File: src/rtl/adpll_cfg_bank.sv
// ADPLL loop-parameter bank: edge-triggered writes into a shadow bank, atomic
// commit into the active bank, with a timed core hold, readback and sticky error.
module adpll_cfg_bank #(
    parameter int unsigned DW       = 5,
    parameter int unsigned NDW      = 4,
    parameter int unsigned HOLD_CYC = 4
) (
    input  logic            clk,
    input  logic            rst,
    input  logic            clr,
    input  logic            program_i,
    input  logic [2:0]      param_sel,
    input  logic [DW-1:0]   pgm_value,
    input  logic            commit,
    input  logic            rd_src,
    output logic [DW-1:0]   rd_data,
    output logic [NDW-1:0]  ndiv,
    output logic [DW-1:0]   alpha,
    output logic [DW-1:0]   beta,
    output logic [DW-1:0]   dco_offset,
    output logic [DW-1:0]   dco_thresh,
    output logic [DW-1:0]   kdco,
    output logic            pll_hold,
    output logic            cfg_valid,
    output logic            err
);

    localparam int unsigned NFIELD = 6;
    localparam int unsigned CNT_W  = (HOLD_CYC > 1) ? $clog2(HOLD_CYC) : 1;
    localparam logic [CNT_W-1:0] CNT_LOAD  = CNT_W'(HOLD_CYC - 1);
    localparam logic [DW-1:0]    NDIV_MASK = DW'((64'd1 << NDW) - 64'd1);

    typedef enum logic {
        S_IDLE = 1'b0,
        S_HOLD = 1'b1
    } state_e;

    state_e             state_q;
    logic [CNT_W-1:0]   cnt_q;
    logic               program_q;
    logic               commit_q;
    logic               prog_ev;
    logic               commit_ev;
    logic               sel_valid;
    logic [DW-1:0]      shadow_q [NFIELD];
    logic [DW-1:0]      shadow_d [NFIELD];
    logic [DW-1:0]      active_q [NFIELD];

    assign prog_ev   = program_i & ~program_q;
    assign commit_ev = commit & ~commit_q;
    assign sel_valid = (param_sel < 3'd6);

    // Strobe history resets high so a strobe already asserted at release is not an event.
    always_ff @(posedge clk or posedge rst) begin
        if (rst) begin
            program_q <= 1'b1;
            commit_q  <= 1'b1;
        end else begin
            program_q <= program_i;
            commit_q  <= commit;
        end
    end

    // Shadow next-state: clr wins, otherwise a program event writes the selected field.
    always_comb begin
        shadow_d = shadow_q;
        if (clr) begin
            for (int i = 0; i < NFIELD; i++) begin
                shadow_d[i] = '0;
            end
        end else if (prog_ev) begin
            for (int i = 0; i < NFIELD; i++) begin
                if (param_sel == 3'(i)) begin
                    shadow_d[i] = (i == 0) ? (pgm_value & NDIV_MASK) : pgm_value;
                end
            end
        end
    end

    always_ff @(posedge clk or posedge rst) begin
        if (rst) begin
            for (int i = 0; i < NFIELD; i++) begin
                shadow_q[i] <= '0;
            end
        end else begin
            shadow_q <= shadow_d;
        end
    end

    // Commit/hold sequencer; active bank copies the pre-edge shadow on acceptance.
    always_ff @(posedge clk or posedge rst) begin
        if (rst) begin
            state_q   <= S_IDLE;
            cnt_q     <= '0;
            pll_hold  <= 1'b0;
            cfg_valid <= 1'b0;
            err       <= 1'b0;
            for (int i = 0; i < NFIELD; i++) begin
                active_q[i] <= '0;
            end
        end else if (clr) begin
            state_q   <= S_IDLE;
            cnt_q     <= '0;
            pll_hold  <= 1'b0;
            cfg_valid <= 1'b0;
            err       <= 1'b0;
            for (int i = 0; i < NFIELD; i++) begin
                active_q[i] <= '0;
            end
        end else begin
            if (prog_ev && !sel_valid) begin
                err <= 1'b1;
            end
            case (state_q)
                S_IDLE: begin
                    if (commit_ev) begin
                        if (shadow_q[0] != '0) begin
                            active_q <= shadow_q;
                            pll_hold <= 1'b1;
                            cnt_q    <= CNT_LOAD;
                            state_q  <= S_HOLD;
                        end else begin
                            err <= 1'b1;
                        end
                    end
                end
                S_HOLD: begin
                    if (commit_ev) begin
                        err <= 1'b1;
                    end
                    if (cnt_q == '0) begin
                        state_q   <= S_IDLE;
                        pll_hold  <= 1'b0;
                        cfg_valid <= 1'b1;
                    end else begin
                        cnt_q <= cnt_q - CNT_W'(1);
                    end
                end
                default: begin
                    state_q  <= S_IDLE;
                    pll_hold <= 1'b0;
                end
            endcase
        end
    end

    assign ndiv       = active_q[0][NDW-1:0];
    assign alpha      = active_q[1];
    assign beta       = active_q[2];
    assign dco_offset = active_q[3];
    assign dco_thresh = active_q[4];
    assign kdco       = active_q[5];

    // Readback mux; unused selects read as zero.
    always_comb begin
        rd_data = '0;
        for (int i = 0; i < NFIELD; i++) begin
            if (param_sel == 3'(i)) begin
                rd_data = rd_src ? active_q[i] : shadow_q[i];
            end
        end
    end

endmodule

File: config.mk
export PLATFORM = sky130hd
export DESIGN_NAME = adpll_cfg_bank
export DESIGN_NICKNAME = d
export VERILOG_FILES = /design/src/rtl/adpll_cfg_bank.sv
export SDC_FILE = /design/constraint.sdc
export NUM_CORES = 1
export LEC_CHECK = 0
export BUFFER_PORTS_ARGS = -buffer_cell sky130_fd_sc_hd__buf_2
export CORE_ASPECT_RATIO = 0.75
export CORE_MARGIN = 8
export CORE_UTILIZATION = 39
export CTS_CLUSTER_DIAMETER = 30
export DETAILED_ROUTE_END_ITERATION = 8
export GPL_TIMING_DRIVEN = 0
export SLEW_MARGIN = 10
export SYNTH_ARGS = -nofsm -noshare
export SYNTH_HDL_FRONTEND = slang
export SYNTH_SLANG_ARGS = --single-unit
File: constraint.sdc
create_clock -name clk -period 2.5 [get_ports clk]
set_input_delay 0.125 -clock clk [delete_from_list [all_inputs] [get_ports clk]]
set_output_delay 0.125 -clock clk [all_outputs]
set_load 0.005 [all_outputs]
**Word level (Yosys, flattened, before mapping)**

Cells that the tools add are included.

- Register bits after elaboration: 68
- Input bits: 14
- Output and inout port bits: 37
- Word-level logic and storage cells: 110

- Add/sub/neg operators: 1
- Magnitude comparators: 1
- Equality and inequality tests: 10
- Multiplexer cells: 48
- Bitwise gates (word level): 5
- Reductions and logical operators: 26

Operators with widths:

| operator | number |
|---|---|
| two-way mux 30 bit | 6 |
| two-way mux 5 bit | 18 |
| nonzero test 2 bit | 11 |
| two-way mux 1 bit | 16 |
| AND reduction 2 bit | 7 |
| inequality test 3 bit, second input constant | 3 |
| AND reduction 3 bit | 3 |
| two-way mux 2 bit | 4 |
| == test 3 x 2 -> 1 bit, second input constant | 2 |
| == test 3 bit, second input constant | 2 |
| one-hot mux 1 bit (2 select lines) | 3 |
| nonzero test 5 bit | 1 |
| one-hot mux 2 bit (2 select lines) | 1 |
| == test 3 x 1 -> 1 bit, second input constant | 1 |
| logical NOT 3 bit | 1 |
| less-than comparator 3 bit, second input constant | 1 |
| inequality test 3 x 2 -> 1 bit, second input constant | 1 |
| NOT 1 bit | 3 |
| bitwise AND 1 bit | 2 |
| logical NOT 2 bit | 1 |
| inequality test 2 bit, second input constant | 1 |
| subtractor 2 x 1 -> 2 bit, second input constant | 1 |
| logical AND 1 bit | 1 |
| logical NOT 1 bit | 1 |

**Logic depth before layout (Yosys ltp)**

- Word-level depth: 8
- Mapped depth: 6
- Mapped depth without buffers: 5

**Worst setup path before layout**

Ideal clock, no wire load.

- Path type: flip-flop to flip-flop
- Start: register commit_q
- End: register err
- Setup time: 0.132 ns
- Arrival time: 1.306 ns
- Required time: 2.368 ns
- Setup slack: 1.062 ns
- Cell stages (with the launch flop): 6
- Path buffers: 1
- Clock period less this slack: 1.438 ns
- Path through: dfstp_2 -> nor2b_2 -> or3b_1 -> buf_4 -> a221oi_2 -> nor2_1

- Cells in the longest elaborated chain, start to end: 5
- Elaborated cells between the ends (all ways): 6
- Classes of those cells: mux: 4; bitwise: 2

RTL lines:

| element | line | source |
|---|---|---|
| from (decl) | 41 | `logic commit_q;` |
| from (signal assigned) | 60 | `commit_q <= commit;` |
| NOT 1 bit * | 50 | `assign commit_ev = commit & ~commit_q;` |
| bitwise AND 1 bit * | 50 |  |
| two-way mux 1 bit (on tied branches) | 128, 116 |  |
| one-hot mux 1 bit (2 select lines) * | 114 | `case (state_q)` |
| two-way mux 1 bit * | 101 | `end else if (clr) begin` |
| to (signal assigned) | 106 | `err <= 1'b0;` |
| to (signal assigned) | 112 | `err <= 1'b1;` |
| to (signal assigned) | 129 | `err <= 1'b1;` |
| to (decl) | 25 | `output logic err` |

Every way passes the cells marked *; elsewhere a longest branch is shown, timed or not.
A chain may end at the register's enable or synchronous reset.

**Final worst setup path**

- Start: register shadow_q[27] (netlist name)
- End: output rd_data[2]

- Cells in the longest elaborated chain, start to end: 7

RTL lines:

| element | line | source |
|---|---|---|
| from (decl) | 45 | `logic [DW-1:0] shadow_q [NFIELD];` |
| from (signal assigned) | 86 | `shadow_q <= shadow_d;` |
| two-way mux 5 bit | 159 | `rd_data = rd_src ? active_q[i] : shadow_q[i];` |
| two-way mux 5 bit (6 in a row) | 158 | `if (param_sel == 3'(i)) begin` |
| to (decl) | 16 | `output logic [DW-1:0] rd_data,` |

No other way between the ends.

==> impl_metrics.py <==
metrics = {
    "floorplanning": {
        "ioPinCount": 51,
        "rows": 29,
        "die_w_um": 123,
        "start_util": 0.397,
        "dieArea_sq_um": 11800,
        "core_area_sq_um": 8380,
        "die_h_um": 96.0,
    },
    "timing": {
        "timing.final.crit_share": 0.799,
        "max_clock_freq_mhz": 501,
        "fin_worst_skew_ps": 5.41,
        "rsz0062_at_grt": "no",
        "hold_violations": 0,
        "finalSetupViolations": 0,
        "worst_pin_slew_ps": 576,
        "maxSlewHeadroom": 0.616,
        "drv_slew": 0,
        "fin_hold_ws_ps": 115,
        "min_period_ps": 2000,
        "tns_ps": 0,
    },
    "setup_path": {
        "worstSetupEndpointType": "output port",
        "cp_slowest_cell": "dfrtp_1",
        "crit_type": "flop to output port",
        "critical_path.cell_chain": "mux2_2 -> o21a_1 -> o21ai_0 -> o211ai_1 -> buf_2",
        "cp.depth": 5,
        "cp_top_family": "compound AO/OA/AOI/OAI gates",
        "startpoint_type": "flop",
        "cp.buffers_inverters": 1,
        "r2r_cells": 5,
        "cp_max_fo": 4,
        "r2r_setup_slack_ps": 820,
        "slowest_delay_ps": 410,
        "cp_data_arrival_time_ps": 1870,
        "cp.required_ps": 2380,
    },
    "detailed_routing": {
        "dr.pass1.iters": 5,
        "drt_iter0_markers": 153,
        "final_antenna_net_count": 0,
        "wire_per_inst_um": 17.6,
        "vias": 2723,
        "finalWirelength_um": 9240,
        "via_per_inst": 5.19,
        "drc": 0,
    },
    "yosys": {
        "ys_warn_count": 0,
        "synth_cells": 349,
        "async_flop_share": 1.00,
        "synth_area_per_cell_sq_um": 9.54,
        "synth_area_sq_um": 3330,
        "yosysUniqueCellTypes": 34,
        "ys.flop_type": "dfrtp_1",
        "synth.ff_latch_count": 66,
        "synth-edff-count": 0,
        "syn-num-nets": 364,
        "ys_seq_area_frac": 0.497,
    },
    "run_status": {
        "status": "finished, final reports clean",
    },
    "finish": {
        "final_nets": 427,
        "final_cells": 525,
        "final_util": 0.483,
        "drive_gt1_frac": 0.223,
        "area_growth_pct": 21.5,
        "insertedDiodeCount": 0,
        "fill_cells": 822,
        "multi_input_area_sq_um": 1550,
        "regArea_sq_um": 1650,
    },
    "power_and_ir_drop": {
        "p_leak_nw": 1.87,
        "p_total_mw": 2.47,
        "p_per_area_nw_per_um2": 610,
        "max-vdd-ir-drop_uv": 382,
    },
    "global_route": {
        "grt_max_degree": 44,
        "use_met2": 0.241,
        "gr-total-overflow": 0,
        "antenna_found_initial": 0,
        "top_usage_layer": "met2",
        "grt_use_met3": 0.0528,
        "grt_pass1_vias": 2738,
        "grt_pass1_wl_um": 14800,
        "grtUsageTotal": 0.166,
        "grtUsageMet1": 0.233,
    },
    "place": {
        "gp_congestion": 0.877,
        "io_buffer_count": 48,
        "hpwl_um": 6770,
        "placedCellCount": 506,
    },
    "clock_tree": {
        "cts_sinks": 66,
        "cts_tree": "yes",
        "root_buffer": "clkbuf_16",
        "numCtsBuffers": 9,
        "worstSkewPairLatency_ps": 330,
        "path_clk_slew_ps": 50,
        "clk_path_buf_depth": 2,
        "cts_htree_levels": 3,
    },
    "worst_hold_path": {
        "hold_depth": 3,
        "hold_path.class": "primary input to flop",
    },
    "job": {
        "max_cap_violations": 0,
    },
}
flip-flops by register name, summed over array words and instances (netlist names):
| name | flops |
|---|---|
| alpha | 5 |
| beta | 5 |
| cfg_valid | 1 |
| cnt_q | 2 |
| commit_q | 1 |
| dco_offset | 5 |
| dco_thresh | 5 |
| err | 1 |
| kdco | 5 |
| ndiv | 4 |
| pll_hold | 1 |
| program_q | 1 |
| shadow_q | 29 |
| state_q | 1 |
worst min-delay path, cell delays in order:
cell	delay [ps]
buf_2	140
nand3_1	70
a21oi_1	60
cells in the final DEF (no fill, tap or decap), drive strengths merged, types with 4 or more instances in the layout:
| cell | Yosys | layout |
|---|---|---|
| nand3 | 10 | 10 |
| nor2b | 7 | 7 |
| o211ai | 4 | 4 |
| nor2 | 29 | 29 |
| mux2 | 8 | 8 |
| buf | 12 | 61 |
| o21a | 4 | 4 |
| mux2i | 40 | 40 |
| clkbuf | 10 | 26 |
| inv | 4 | 4 |
| dfrtp | 64 | 64 |
| a21oi | 42 | 42 |
| nand2 | 75 | 75 |
| o21ai | 19 | 19 |
final cells by class:
type,count,area share
tap,108,0.0334
inverter,4,0.00433
clock buffer,16,0.0696
sequential,66,0.409
buffer,22,0.0275
timing repair buffer,52,0.0736
multi-input combinational,257,0.383
routing by layer:
metal,vias up,share of wire
met5,-,0
met4,0,0.0065
met3,6,0.064
met2,66,0.43
met1,1332,0.50
li1,1319,-
path summary, 6_finish.rpt:
check,endpoint,from
min,shadow_q[24],pgm_value[4]
min in group asynchronous,dco_thresh[3],rst
max,rd_data[2],shadow_q[27]
max in group asynchronous,program_q,rst
max reg2reg,cnt_q[1],shadow_q[26]
min reg2reg,cnt_q[0],cnt_q[0]
synthesized netlist by cell type (all sizes together) (3+ instances only):
library cell	count	area, sq um
mux2	8	90.1
inv	4	15.0
nor3b	3	43.8
or3b	3	26.3
a21oi	42	210
clkbuf	10	37.5
buf	12	73.8
mux2i	40	400
nor2	29	109
o211ai	4	30.0
nor2b	7	46.3
nand3	10	50.1
o21ai	19	95.1
dfrtp	64	1600
o21a	4	30.0
nand2	75	282
through the flow:
stage | area [sq um] | setup WS, ps
2_1_floorplan | 3330 | 724
3_3_place_gp | 3710 | -163
3_5_place_dp | 3740 | 661
4_1_cts | 4050 | 541
5_1_grt | 4050 | 457
6_report | 4050 | 503
cell families (layout without fill, tap and decap cells):
logic type / after synthesis / count (layout) / synth area share
flops: 66 / 66 / 0.497
fa+ha+maj: 1 / 1 / 0.00376
buf+inv: 26 / 94 / 0.0379
simple gates: 133 / 133 / 0.189
compound gates: 75 / 75 / 0.126
mux: 48 / 48 / 0.147
timing repair:
action,4_1_cts,5_1_grt
endpoints found under the setup margin,0,0
gates resized for setup,0,0
setup buffers,0,0
endpoints found under the hold margin,25,0
hold buffers,3,0
report_power, final:
| part | internal, mW | total, mW | switching, mW |
|---|---|---|---|
| registers | 1.08 | 1.09 | 0.00779 |
| logic | 0.0648 | 0.190 | 0.125 |
| clock network | 0.754 | 1.19 | 0.437 |
Power figures use the tool's default switching activity.
